File: config.mk
export PLATFORM = sky130hd
export DESIGN_NAME = fetch_unit
export DESIGN_NICKNAME = d
export VERILOG_FILES = /design/src/rtl/fetch_pkg.sv /design/src/rtl/fetch_queue.sv /design/src/rtl/fetch_unit.sv
export SDC_FILE = /design/constraint.sdc
export NUM_CORES = 1
export LEC_CHECK = 0
export ABC_AREA = 1
export BUFFER_PORTS_ARGS = -buffer_cell sky130_fd_sc_hd__buf_2
export CAP_MARGIN = 15
export CORE_ASPECT_RATIO = 1.5
export CORE_MARGIN = 1
export CORE_UTILIZATION = 64
export CTS_CLUSTER_SIZE = 24
export DETAILED_ROUTE_END_ITERATION = 7
export PLACE_DENSITY = 0.9
export SETUP_SLACK_MARGIN = 0.15
export SLEW_MARGIN = 30
export SYNTH_ARGS = -nofsm -noshare
export SYNTH_HDL_FRONTEND = slang
export SYNTH_SLANG_ARGS = --single-unit
export TNS_END_PERCENT = 30
File: constraint.sdc
create_clock -name Clk -period 17.6 [get_ports Clk]
set_clock_uncertainty 0.15 [all_clocks]
set_input_delay 1.76 -clock Clk [delete_from_list [all_inputs] [get_ports Clk]]
set_output_delay 1.76 -clock Clk [all_outputs]
set_load 0.005 [all_outputs]
File: src/rtl/fetch_pkg.sv
// Shared constants and the queue entry record for the instruction-fetch front end.
package fetch_pkg;

  localparam int INST_INC = 4;
  localparam int ALIGN_W  = 2;
  localparam int DEF_XLEN = 64;
  localparam int DEF_ILEN = 32;

  // Default-width {inst, pc} record; fetch_unit builds its own from its parameters.
  typedef struct packed {
    logic [DEF_ILEN-1:0] inst;
    logic [DEF_XLEN-1:0] pc;
  } fetch_entry_t;

endpackage

File: src/rtl/fetch_queue.sv
// DEPTH-entry synchronous FIFO with push, pop and flush; flush wins over both.
module fetch_queue
  import fetch_pkg::*;
#(
  parameter int  DEPTH   = 4,
  parameter type entry_t = fetch_entry_t
) (
  input  logic                       Clk,
  input  logic                       Rst,
  input  logic                       push,
  input  entry_t                     wdata,
  input  logic                       pop,
  input  logic                       flush,
  output entry_t                     rdata,
  output logic [$clog2(DEPTH):0]     count,
  output logic                       empty,
  output logic                       full
);

  localparam int AW = $clog2(DEPTH);
  localparam int CW = AW + 1;

  entry_t          mem_q [DEPTH];
  logic [AW-1:0]   wr_ptr_q, wr_ptr_d;
  logic [AW-1:0]   rd_ptr_q, rd_ptr_d;
  logic [CW-1:0]   count_q, count_d;

  always_comb begin
    wr_ptr_d = wr_ptr_q;
    rd_ptr_d = rd_ptr_q;
    count_d  = count_q;
    if (flush) begin
      wr_ptr_d = '0;
      rd_ptr_d = '0;
      count_d  = '0;
    end else begin
      // DEPTH is a power of two, so pointer overflow is the wrap.
      if (push) wr_ptr_d = wr_ptr_q + AW'(1);
      if (pop)  rd_ptr_d = rd_ptr_q + AW'(1);
      count_d = count_q + CW'(push) - CW'(pop);
    end
  end

  always_ff @(posedge Clk or posedge Rst) begin
    if (Rst) begin
      wr_ptr_q <= '0;
      rd_ptr_q <= '0;
      count_q  <= '0;
    end else begin
      wr_ptr_q <= wr_ptr_d;
      rd_ptr_q <= rd_ptr_d;
      count_q  <= count_d;
    end
  end

  always_ff @(posedge Clk) begin
    if (push && !flush) mem_q[wr_ptr_q] <= wdata;
  end

  assign rdata = mem_q[rd_ptr_q];
  assign count = count_q;
  assign empty = (count_q == '0);
  assign full  = (count_q == CW'(DEPTH));

endmodule

File: src/rtl/fetch_unit.sv
// Decoupled in-order instruction fetch with credit-limited issue, redirect squash and a {inst, pc} queue.
// Optional FETCH_BYPASS_EN: a response arriving at an empty queue is presented in the same cycle.
module fetch_unit
  import fetch_pkg::*;
#(
  parameter int               XLEN     = 64,
  parameter int               ILEN     = 32,
  parameter int               DEPTH    = 4,
  parameter logic [XLEN-1:0]  RESET_PC = '0
) (
  input  logic             Clk,
  input  logic             Rst,
  output logic             out_req_valid,
  input  logic             in_req_ready,
  output logic [XLEN-1:0]  out_req_addr,
  input  logic             in_rsp_valid,
  input  logic [ILEN-1:0]  in_rsp_data,
  output logic             out_inst_valid,
  input  logic             in_inst_ready,
  output logic [ILEN-1:0]  out_inst,
  output logic [XLEN-1:0]  out_inst_pc,
  input  logic             in_redirect,
  input  logic [XLEN-1:0]  in_redirect_pc
);

  localparam int CW = $clog2(DEPTH) + 1;

  typedef struct packed {
    logic [ILEN-1:0] inst;
    logic [XLEN-1:0] pc;
  } entry_t;

  logic [XLEN-1:0] fetch_pc_q, fetch_pc_d;
  logic [XLEN-1:0] rsp_pc_q, rsp_pc_d;
  logic [CW-1:0]   outstanding_q, outstanding_d;
  logic [CW-1:0]   discard_q, discard_d;
  entry_t          hold_q, hold_d;

  entry_t          q_head, rsp_entry, show;
  logic [CW-1:0]   q_count;
  logic            q_empty, q_full, q_push, q_pop;
  logic            rsp_keep, want_push, inst_valid, req_valid, req_fire;
  logic [CW:0]     credit_used;
  logic [XLEN-1:0] redir_pc;

  assign redir_pc    = in_redirect_pc & ~XLEN'((1 << ALIGN_W) - 1);
  // Queued plus in-flight (including to-be-discarded) responses bound the queue occupancy.
  assign credit_used = {1'b0, q_count} + {1'b0, outstanding_q};
  assign req_valid   = !Rst && !in_redirect && (credit_used < (CW+1)'(DEPTH));
  assign req_fire    = req_valid && in_req_ready;

  assign rsp_keep    = in_rsp_valid && !in_redirect && (discard_q == '0);
  assign rsp_entry   = '{inst: in_rsp_data, pc: rsp_pc_q};

`ifdef FETCH_BYPASS_EN
  assign inst_valid  = !Rst && !in_redirect && (!q_empty || rsp_keep);
  assign show        = q_empty ? rsp_entry : q_head;
  assign want_push   = rsp_keep && !(q_empty && in_inst_ready);
`else
  assign inst_valid  = !Rst && !in_redirect && !q_empty;
  assign show        = q_head;
  assign want_push   = rsp_keep;
`endif

  assign q_pop       = inst_valid && in_inst_ready && !q_empty;
  assign q_push      = want_push && (!q_full || q_pop);

  fetch_queue #(
    .DEPTH   (DEPTH),
    .entry_t (entry_t)
  ) u_queue (
    .Clk   (Clk),
    .Rst   (Rst),
    .push  (q_push),
    .wdata (rsp_entry),
    .pop   (q_pop),
    .flush (in_redirect),
    .rdata (q_head),
    .count (q_count),
    .empty (q_empty),
    .full  (q_full)
  );

  always_comb begin
    fetch_pc_d    = fetch_pc_q;
    rsp_pc_d      = rsp_pc_q;
    discard_d     = discard_q;
    outstanding_d = outstanding_q + CW'(req_fire) - CW'(in_rsp_valid);
    hold_d        = inst_valid ? show : hold_q;
    if (in_redirect) begin
      fetch_pc_d = redir_pc;
      rsp_pc_d   = redir_pc;
      // A response landing this cycle is already gone; everything else in flight is stale.
      discard_d  = outstanding_q - CW'(in_rsp_valid);
    end else begin
      if (req_fire) fetch_pc_d = fetch_pc_q + XLEN'(INST_INC);
      if (in_rsp_valid) begin
        if (discard_q != '0) discard_d = discard_q - CW'(1);
        else                 rsp_pc_d  = rsp_pc_q + XLEN'(INST_INC);
      end
    end
  end

  always_ff @(posedge Clk or posedge Rst) begin
    if (Rst) begin
      fetch_pc_q    <= RESET_PC;
      rsp_pc_q      <= RESET_PC;
      outstanding_q <= '0;
      discard_q     <= '0;
      hold_q        <= '0;
    end else begin
      fetch_pc_q    <= fetch_pc_d;
      rsp_pc_q      <= rsp_pc_d;
      outstanding_q <= outstanding_d;
      discard_q     <= discard_d;
      hold_q        <= hold_d;
    end
  end

  assign out_req_valid  = req_valid;
  assign out_req_addr   = fetch_pc_q;
  assign out_inst_valid = inst_valid;
  assign out_inst       = inst_valid ? show.inst : hold_q.inst;
  assign out_inst_pc    = inst_valid ? show.pc   : hold_q.pc;

endmodule

==> results of run 1 <==
-- worst max path at each step --
stage,start,endpoint,slack (ps),cells past startpoint
2_1_floorplan,Rst,u_queue.mem_q[0][10],5510,7
3_3_place_gp,in_redirect,out_inst_pc[17],10700,9
3_5_place_dp,in_redirect,out_inst_pc[17],11060,9
4_1_cts,in_redirect,out_inst_pc[17],11060,9
5_1_grt,Rst,out_inst[20],11130,10
6_report,in_redirect,out_inst_pc[36],11260,10
-- cell families (layout without fill, tap and decap cells) --
logic type	count (synthesis)	count (layout)	synth area share (%)
and+or+nand+nor	1460	1460	22.5
DFF	607	607	61.7
AOI/OAI and AO/OA	448	448	9.03
buffers and inverters	313	571	4.56
xor gates and xnor gates	44	44	1.39
adders and majority gates	18	18	0.868
other	1	5	0.0135
-- power by group --
part	total, mW	switching (mW)	internal, mW
Sequential	1.92	0.173	1.74
Clock	1.16	0.543	0.615
Combinational	0.790	0.502	0.288
Total	3.86	1.22	2.65
-- Yosys cell counts (all sizes together) --
| cell | count |
|---|---|
| nor2 | 724 |
| nand2 | 528 |
| edfxtp | 376 |
| o21ai | 263 |
| dfrtp | 231 |
| inv | 191 |
| nand3 | 131 |
| a31oi | 96 |
| buf | 65 |
| clkbuf | 56 |
| a21oi | 36 |
| nand4 | 34 |
| xor2 | 33 |
| o211ai | 32 |
| nor3 | 25 |
| ha | 16 |
| o21bai | 16 |
| xnor2 | 11 |
| nand3b | 8 |
| and2 | 4 |
| nor4 | 3 |
| fa | 2 |
| nor3b | 2 |
| o221ai | 2 |
| a22oi | 1 |
| and3 | 1 |
| clkinv | 1 |
| conb | 1 |
| o311ai | 1 |
| o31ai | 1 |
-- state kept, by name (all words and copies together), names as in the netlist --
| signal | cells |
|---|---|
| discard_q | 3 |
| hold_q | 94 |
| out_req_addr | 62 |
| outstanding_q | 3 |
| rsp_pc_q | 62 |
| u_queue.count | 3 |
| u_queue.mem_q | 376 |
| u_queue.rd_ptr_q | 2 |
| u_queue.wr_ptr_q | 2 |
-- per-layer routing --
layer	track usage, %	part of all wire (%)	vias to the layer above
li1	-	-	10100
met1	43.0	34	10900
met2	64.9	51	1375
met3	5.22	8.1	323
met4	24.8	7.3	2
met5	0	0.017	-
-- final cells by class --
cell class                 instances  share of cell area [%]
sequential                       607                    54.8
timing repair buffer             279                    4.97
inverter                         192                    2.36
clock buffer                      64                    4.45
clock inverter                    36                    1.06
antenna                            1                 0.00802
multi-input combinational       1974                    30.1
tap                              570                    2.29
-- worst reg2reg max path: cells and delay by family, from the launching register on --
family / cells / cell delay (ps)
buf+inv: 4 / 1490
simple gates: 4 / 1450
flops: 1 / 380
fa+ha+maj: 1 / 220
-- through the flow --
stage	total power, mW	hold slack (ps)	area (sq um)
floorplan	2.32	346	27700
global placement	2.63	374	29300
detailed placement	2.70	386	29400
CTS	3.85	399	31100
global route	4.01	426	31200
finish	3.86	404	31200
==> metrics.txt, run 1 <==
DR vias/cell a little over 6; Netlist cell types 45; hold wc startpoint hold_q[44]; slowest stage delay, CP between 400 and 500 ps; Post-Syn Instances roughly 2,900; largest net degree at the start of global routing 150; CTS root buf clkbuf_16; Clock Sinks between 600 and 700; antenna-violating nets left 0; CORE AREA between 40,000 and 50,000 sq um; Reg clk slew, reported paths 60 ps; yosys warns 0; die area 44,100 sq um; final hold violation count 0; Leakage Power roughly 12 nW; Die H about 260 um; sequential fraction of the synthesis area slightly above 60%; Peak VDD IR 73.7 uV; Max-Cap Viols 0; GRT Total Usage a little under two fifths; number of global-route vias before repair around 23,000; layout cells sized above 1 around 14%; Min-Delay Endpoint hold_q[44]; post-route minimum period around 6300 ps; area of the multi-input gates 9390 sq um; reg2reg path depth 9; Rows 93; Post CTS Setup Buffer Count 0; TNS Setup 0 ps; post-DP HPWL roughly 54,000 um; final setup margin around 11,000 ps; relative slew slack about a third; fill cell count slightly below 3,000; DRT Wirelength slightly above 80,000 um; H-tree depth 2; Crit path max-delay family buffers and inverters; synthesized area 27,700 sq um; routed len/inst around 22 um; Die W 172 um; Setup violations, final 0; Pre-antenna DRT Iters 6; Setup CP Type input pin to output port; CTS Buf Count 53; Synth top area share 40.8%; CP startpoint kind input pin; CP max FO 70; Max Fclk approximately 160 MHz; Finished Core Util between 70% and 80%; commonest non-fill, non-tap cell in the layout nor2_1; gr ovfl total 0; Starting DRT DRC Count 2,148; cts hold-fix bufs 0; top cells by area, synth edfxtp_1 41%, dfrtp_1 21%, nor2_1 9.4%; top-level port count 264; # resized after CTS 0; DRC 0; Syn Area/Cell roughly 9.6 sq um; Layout Cells excl Fill about 3,700; CTS tree done; r2r setup slk 13,500 ps; worst min path class flip-flop to flip-flop; RR Startpoint discard_q[0]; Synth-to-Final Area Change 12.7%; most frequent cells in the layout 685 x nor2_1, 505 x nand2_1, 376 x edfxtp_1; DR vias ~23,000; pre-CTS setup slack around 11,000 ps; WHS Path Cells 2; dominant cell type by area after synthesis edfxtp_1; final net count between 3,000 and 4,000; FF/Latch Area about 17,000 sq um; Worst-Margin Slew approximately 980 ps; outcome finished, final reports clean; CP Cell Sequence buf_2 > inv_4 > nand2_4 > nor2_4 > buf_4 > buf_4 > buf_16 > nor2_1 > a31oi_1 > buf_2; Seq cells post-synth between 600 and 700; number of instances in the placed design approximately 3,600; Final period util 36.0%; Pwr Density 124 nW/um^2; Critical-path top delay cell inv_4; Starting Density between 60 and 70%; RD Place Congestion 1.02; fin. max-slew vios 0; Port Buffer Count 257; critical path arrival between 4000 and 5000 ps; clk_lat worst skew 630 ps; worst path required time ~16,000 ps; RSZ-0062 raised after global routing false; Clock Path Buffers 3; initial antenna violation count 1; reg2reg end u_queue.mem_q[0][66]; WP buf/inv 6; first-pass GRT wire length between 100,000 and 150,000 um; Setup crit end kind output port
Note: power is estimated with default switching activity, not from simulation.
==> inputs of run 2 (changes only) <==
--- a/config.mk
+++ b/config.mk
@@ -5,15 +5,15 @@
 export SDC_FILE = /design/constraint.sdc
 export NUM_CORES = 1
 export LEC_CHECK = 0
-export ABC_AREA = 1
+export ABC_AREA = 0
 export BUFFER_PORTS_ARGS = -buffer_cell sky130_fd_sc_hd__buf_2
 export CAP_MARGIN = 15
 export CORE_ASPECT_RATIO = 1.5
 export CORE_MARGIN = 1
-export CORE_UTILIZATION = 64
+export CORE_UTILIZATION = 53
 export CTS_CLUSTER_SIZE = 24
 export DETAILED_ROUTE_END_ITERATION = 7
-export PLACE_DENSITY = 0.9
+export PLACE_DENSITY = 0.81
 export SETUP_SLACK_MARGIN = 0.15
 export SLEW_MARGIN = 30
 export SYNTH_ARGS = -nofsm -noshare
==> constraint.sdc (replaced) <==
create_clock -name Clk -period 5.1 [get_ports Clk]
set_clock_uncertainty 0.15 [all_clocks]
set_input_delay 0.51 -clock Clk [delete_from_list [all_inputs] [get_ports Clk]]
set_output_delay 0.51 -clock Clk [all_outputs]
set_load 0.005 [all_outputs]
==> metrics.txt, run 2 <==
DRC 0 (unchanged); top cells by area, synth edfxtp_1 45%, dfrtp_1 23%, mux4_2 8.4% (was edfxtp_1 41%, dfrtp_1 21%, nor2_1 9.4%); Crit path max-delay family buffers and inverters (unchanged); Netlist cell types 56 (was 45); first-pass GRT wire length 90,100 um (was 123,000 um); Clock Path Buffers 3 (unchanged); pre-CTS setup slack 1200 ps (was 11,060 ps); largest net degree at the start of global routing 142 (was 150); Max Fclk 264 MHz; Reg clk slew, reported paths 60 ps (about the same); count leader, synth edfxtp_1 (was nor2_1); fin. max-slew vios 0 (unchanged); CP startpoint kind input pin (unchanged); dominant cell type by area after synthesis edfxtp_1 (unchanged); synthesized area 25,300 sq um (was 27,700 sq um); critical path arrival 3130 ps (was 4430 ps); Setup crit end kind output port (unchanged); Setup violations, final 0 (unchanged); Post CTS Setup Buffer Count 0 (unchanged); Synth top area share 44.7% (was 40.8%); CTS root buf clkbuf_16 (unchanged); Leakage Power 10.8 nW (was 12.5 nW); yosys warns 0 (unchanged); Setup CP Type input pin to output port (unchanged); DR vias 15,400 (was 22,700); diodes inserted 0 (was 1); CP max FO 36 (was 70); antenna-violating nets left 0 (unchanged); Max-Cap Viols 0 (unchanged); DR vias/cell 6.04 (was 6.10); initial antenna violation count 0 (was 1); final net count 2,035 (was 3,227); post-DP HPWL 37,300 um (was 53,900 um); final hold violation count 0 (unchanged); Post-synth top flop edfxtp_1 (unchanged); worst path required time 4440 ps (was 15,690 ps); RD Place Congestion 0.913 (was 1.02); Syn Area/Cell 15.5 sq um (was 9.57 sq um); GRT Total Usage 24.0% (was 37.5%); Starting Density 54.0% (was 64.6%); Pre-antenna DRT Iters 7 (was 6); Peak VDD IR 244 uV (was 73.7 uV); Post-synth top cells 376 x edfxtp_1, 231 x dfrtp_1, 120 x mux2_2 (was 690 x nor2_1, 505 x nand2_1, 376 x edfxtp_1); post-route minimum period ~3800 ps; critical path's most frequent cell buf_2; Clock Sinks 607 (unchanged); number of global-route vias before repair 15,800 (was 22,600); final setup margin 1310 ps (was 11,260 ps); Post-synth EDFFs 376 (unchanged); Largest regs u_queue.mem_q (376), hold_q (94) (unchanged); clk_lat worst skew 580 ps (was 630 ps); Post-Syn Instances 1,627 (was 2,891); most frequent cells in the layout 376 x edfxtp_1, 257 x buf_2, 229 x dfrtp_1 (was 685 x nor2_1, 505 x nand2_1, 376 x edfxtp_1); Pwr Density 421 nW/um^2 (was 124 nW/um^2); Starting DRT DRC Count 1,199 (was 2,148); Rows 97 (was 93); max reg flops 376 (unchanged); gr ovfl total 0 (unchanged); commonest non-fill, non-tap cell in the layout edfxtp_1 (was nor2_1); TNS Setup 0 ps (unchanged); sequential fraction of the synthesis area 67.5% (was 61.7%); Synth-to-Final Area Change 16.6% (was 12.7%); Seq cells post-synth 607 (unchanged); Final period util approximately three quarters; Worst-Margin Slew 1040 ps (was 984 ps); CORE AREA 46,800 sq um (was 42,800 sq um); Async SR Flop Fraction 38.1% (unchanged); die area 48,600 sq um (was 44,100 sq um); slowest stage delay, CP 580 ps (was 460 ps); Port Buffer Count 257 (unchanged); top-level port count 264 (unchanged); Die W 180 um (was 172 um); routed len/inst 22.5 um (was 22.1 um); Critical-path top delay cell o31a_2 (was inv_4); CP Cell Sequence dlygate4sd3_1 > buf_2 > nor2_1 > o31a_2 > buf_4 > mux2_2 > buf_2 (was buf_2 > inv_4 > nand2_4 > nor2_4 > buf_4 > buf_4 > buf_16 > nor2_1 > a31oi_1 > buf_2); CTS Buf Count 54 (was 53); Layout Cells excl Fill 2,554 (was 3,723); # resized after CTS 0 (unchanged); outcome finished, final reports clean (unchanged); H-tree depth 2 (unchanged); WP buf/inv 4 (was 6); RSZ-0062 raised after global routing false (unchanged); worst min path class input pin to flip-flop (was flip-flop to flip-flop); relative slew slack 30.4% (was 34.4%); DRT Wirelength 57,500 um (was 82,100 um); layout cells sized above 1 31.2% (was 14.3%); Power, Total 12.4 mW (was 3.86 mW); fill cell count 3,362 (was 2,902); number of instances in the placed design 2,420 (was 3,620); cts hold-fix bufs 31 (was 0); Biggest register u_queue.mem_q (unchanged); CTS tree done (unchanged); Die H 269 um (was 257 um)
## run 2: changes by cell type in the layout (fill, tap and decap cells not counted), sizes merged, moves of 23 or more
cell / change
nor2: -672
nor4: +27
o21ai: -210
nand2: -426
mux4: +94
dlygate4sd3: +31
inv: -161
mux2: +120
or3: +31
a21oi: -23
a31oi: -70
xnor2: +32
nand3: -54
## run 2: area by class of cell
cell class	count	area, sq um	area share (%)
clock inverters	25	318	1.08
well taps	594	743	2.52
clock buffers	76	1530	5.18
flip-flops and latches	607	17100	58.0
inverters	32	124	0.420
multi-input cells	906	7770	26.4
repair buffers	314	1910	6.47
## run 2: path summary, 6_finish.rpt
kind / slack (ps) / end / cells past startpoint / start
setup / recovery: 1310 / out_inst_pc[21] / 7 / Rst
setup reg to reg: 1690 / u_queue.mem_q[3][42] / 6 / u_queue.count[1]
min in group asynchronous: 520 / outstanding_q[1] / 3 / Rst
max in group asynchronous: 2950 / hold_q[5] / 4 / Rst
hold / removal: 30 / u_queue.mem_q[1][90] / 1 / in_rsp_data[26]
hold reg to reg: 340 / hold_q[9] / 1 / hold_q[9]
## run 2: layer usage
layer	track usage (%)	share of wire [%]
met1	31.1	40
met2	41.6	51
met3	2.58	5.2
met4	9.69	3.7
met5	0	0
## run 2: report_power, final
group          switching, mW  total [mW]  internal, mW
Sequential             0.377        6.22          5.84
Clock                   1.75        4.19          2.45
Combinational           1.03        2.00         0.977
## run 2: cells by family after synthesis
family	after synthesis	share of synthesized area, %
AOI/OAI and AO/OA	149	3.77
xor gates and xnor gates	64	2.22
adders and majority gates	18	0.950
buffers and inverters	117	1.86
DFF	607	67.5
muxes	221	14.0
other	1	0.0148
and+or+nand+nor	450	9.67
## run 2: worst register-to-register path, cell delays in order, from the launching register on
cell and delay (ps):
dfrtp_1 460, o31a_2 580, nand2_1 230, a311oi_1 320
buf_4 200, and2_4 740, buf_12 390
## run 2: per-stage QoR
step	util [%]	cell area, sq um	hold slack [ps]
after floorplan	-	25300	336
after global placement	58.2	27300	329
after detailed placement	58.2	27300	332
after CTS	62.8	29400	0.524
after global routing	62.9	29500	2.11
final	62.9	29500	27.6
==> inputs of run 3 (changes only) <==
--- a/config.mk
+++ b/config.mk
@@ -10,10 +10,10 @@
 export CAP_MARGIN = 15
 export CORE_ASPECT_RATIO = 1.5
 export CORE_MARGIN = 1
-export CORE_UTILIZATION = 53
+export CORE_UTILIZATION = 59
 export CTS_CLUSTER_SIZE = 24
 export DETAILED_ROUTE_END_ITERATION = 7
-export PLACE_DENSITY = 0.81
+export PLACE_DENSITY = 0.85
 export SETUP_SLACK_MARGIN = 0.15
 export SLEW_MARGIN = 30
 export SYNTH_ARGS = -nofsm -noshare
==> constraint.sdc (replaced) <==
create_clock -name Clk -period 3.7 [get_ports Clk]
set_clock_uncertainty 0.15 [all_clocks]
set_input_delay 0.37 -clock Clk [delete_from_list [all_inputs] [get_ports Clk]]
set_output_delay 0.37 -clock Clk [all_outputs]
set_load 0.005 [all_outputs]
==> metrics.txt, run 3 (synthesis results as in run 2) <==
reg2reg path depth 7 (was 6); Clock Sinks 607 (unchanged); Clock Path Buffers 3 (unchanged); GR Layer Usage met1 35.6% (was 31.1%); TNS Setup 0 ps (unchanged); Peak VDD IR 402 uV (was 244 uV); Reg clk slew, reported paths 60 ps (about the same); Pwr Density 577 nW/um^2 (was 421 nW/um^2); final hold violation count 0 (unchanged); CTS tree done (unchanged); worst path required time 3180 ps (was 4440 ps); max reg flops 376 (unchanged); Rows 92 (was 97); Starting Density 60.0% (was 54.0%); CP max FO 23 (was 36); routed len/inst 23.6 um (was 22.5 um); clk_lat worst skew 590 ps (was 580 ps); Die H 256 um (was 269 um); CORE AREA 42,100 sq um (was 46,800 sq um); Pre-antenna DRT Iters 5 (was 7); met3 global-route usage 4.21% (was 2.58%); most frequent cells in the layout 376 x edfxtp_1, 257 x buf_2, 229 x dfrtp_1 (unchanged); CTS Buf Count 55 (was 54); Die W 171 um (was 180 um); top-level port count 264 (unchanged); r2r setup slk 640 ps (was 1690 ps); initial antenna violation count 0 (unchanged); DR vias/cell 6.21 (was 6.04); Top Usage Layer GRT met2 (unchanged); post-DP HPWL 38,500 um (was 37,300 um); commonest non-fill, non-tap cell in the layout edfxtp_1 (unchanged); number of global-route vias before repair 16,700 (was 15,800); first-pass GRT wire length 95,100 um (was 90,100 um); Starting DRT DRC Count 1,474 (was 1,199); Area after DPL 27,500 sq um (was 27,300 sq um); Power, Total 17.5 mW (was 12.4 mW); Setup violations, final 0 (unchanged); Max-Cap Viols 0 (unchanged); largest net degree at the start of global routing 97 (was 142); antenna-violating nets left 0 (unchanged); RD Place Congestion 0.903 (was 0.913); Setup crit end kind output port (unchanged); Leakage Power 11.2 nW (was 10.8 nW); outcome finished, final reports clean (unchanged); Final period util between 90% and 100%; crit path from u_queue.rd_ptr_q[0] (was Rst); GRT Total Usage 28.9% (was 24.0%); fin. max-slew vios 0 (unchanged); post-route minimum period approximately 3400 ps; WHS 12.5 ps (was 27.6 ps); CTS root buf clkbuf_16 (unchanged); Worst-Margin Slew 932 ps (was 1040 ps); final net count 2,113 (was 2,035); Post CTS Setup Buffer Count 0 (unchanged); CP startpoint kind flip-flop (was input pin); # resized after CTS 0 (unchanged); final setup margin 348 ps (was 1310 ps); met2 Use GR 50.9% (was 41.6%); gr ovfl total 0 (unchanged); Max Fclk roughly 300 MHz; Port Buffer Count 257 (unchanged); pre-CTS setup slack 750 ps (was 1200 ps); final instance area 30,400 sq um (was 29,500 sq um); die area 43,700 sq um (was 48,600 sq um); diodes inserted 0 (unchanged); Biggest register u_queue.mem_q (unchanged); DRT Wirelength 61,600 um (was 57,500 um); DRC 0 (unchanged); layout cells sized above 1 30.7% (was 31.2%); Setup CP Type flip-flop to output port (was input pin to output port); fill cell count 2,581 (was 3,362); reg2reg end rsp_pc_q[40] (was u_queue.mem_q[3][42]); Largest regs u_queue.mem_q (376), hold_q (94) (unchanged); cts hold-fix bufs 94 (was 31); worst min path class input pin to flip-flop (unchanged); RSZ-0062 raised after global routing false (unchanged); critical path arrival 2830 ps (was 3130 ps); H-tree depth 2 (unchanged); Synth-to-Final Area Change 20.1% (was 16.6%); DR vias 16,200 (was 15,400); relative slew slack 37.7% (was 30.4%); RR Startpoint discard_q[0] (was u_queue.count[1]); Critical Path Sink out_inst_pc[19] (was out_inst_pc[21])
-- run 3: cell types whose count changed in the layout (fill, tap and decap cells not counted), sizes merged --
cell         change
clkinv           +2
dlygate4sd3     +63
clkbuf           -2
clkinvlp         +2
bufinv           +1
inv              -1
buf             +14
-- run 3: area by class of cell --
type	count	area (sq um)	area share, %
Inverter	32	124	0.408
Tap cell	564	706	2.32
Clock inverter	29	359	1.18
Timing Repair Buffer	391	2740	9.02
Sequential cell	607	17100	56.2
Clock buffer	74	1580	5.20
Multi-Input combinational cell	906	7780	25.6
-- run 3: where the power goes --
group | total, mW | switching [mW] | internal [mW]
registers | 8.59 | 0.540 | 8.05
logic | 2.86 | 1.44 | 1.42
clock network | 6.06 | 2.51 | 3.56
total | 17.5 | 4.49 | 13.0
-- run 3: per-layer routing --
layer  vias up  share of wire, %
met2       800                53
met1      8186                37
met5         -                 0
li1       7037                 -
met4         0               3.6
met3       151               7.1
-- run 3: worst max-delay path: stages, from the launching register on --
cell and delay [ps]:
dfrtp_4 750, buf_4 390, mux4_2 610, mux2_2 320
buf_2 140
-- run 3: worst min path at each step --
stage / startpoint / end / slack [ps] / cells after the start
2_1_floorplan: in_rsp_data[0] / u_queue.mem_q[0][64] / 320 / 0
4_1_cts: in_inst_ready / u_queue.rd_ptr_q[1] / 3 / 4
3_5_place_dp: hold_q[63] / hold_q[63] / 330 / 1
3_3_place_gp: hold_q[33] / hold_q[33] / 330 / 1
5_1_grt: in_redirect_pc[60] / out_req_addr[60] / 30 / 4
6_report: in_inst_ready / u_queue.rd_ptr_q[1] / 10 / 4
-- run 3: stage by stage --
step / utilization (%) / instances
6_report: 72.1 / 2603
5_1_grt: 72.1 / 2603
4_1_cts: 72.1 / 2603
3_5_place_dp: 65.2 / 2406
3_3_place_gp: 65.2 / 2406
2_1_floorplan: - / 1630
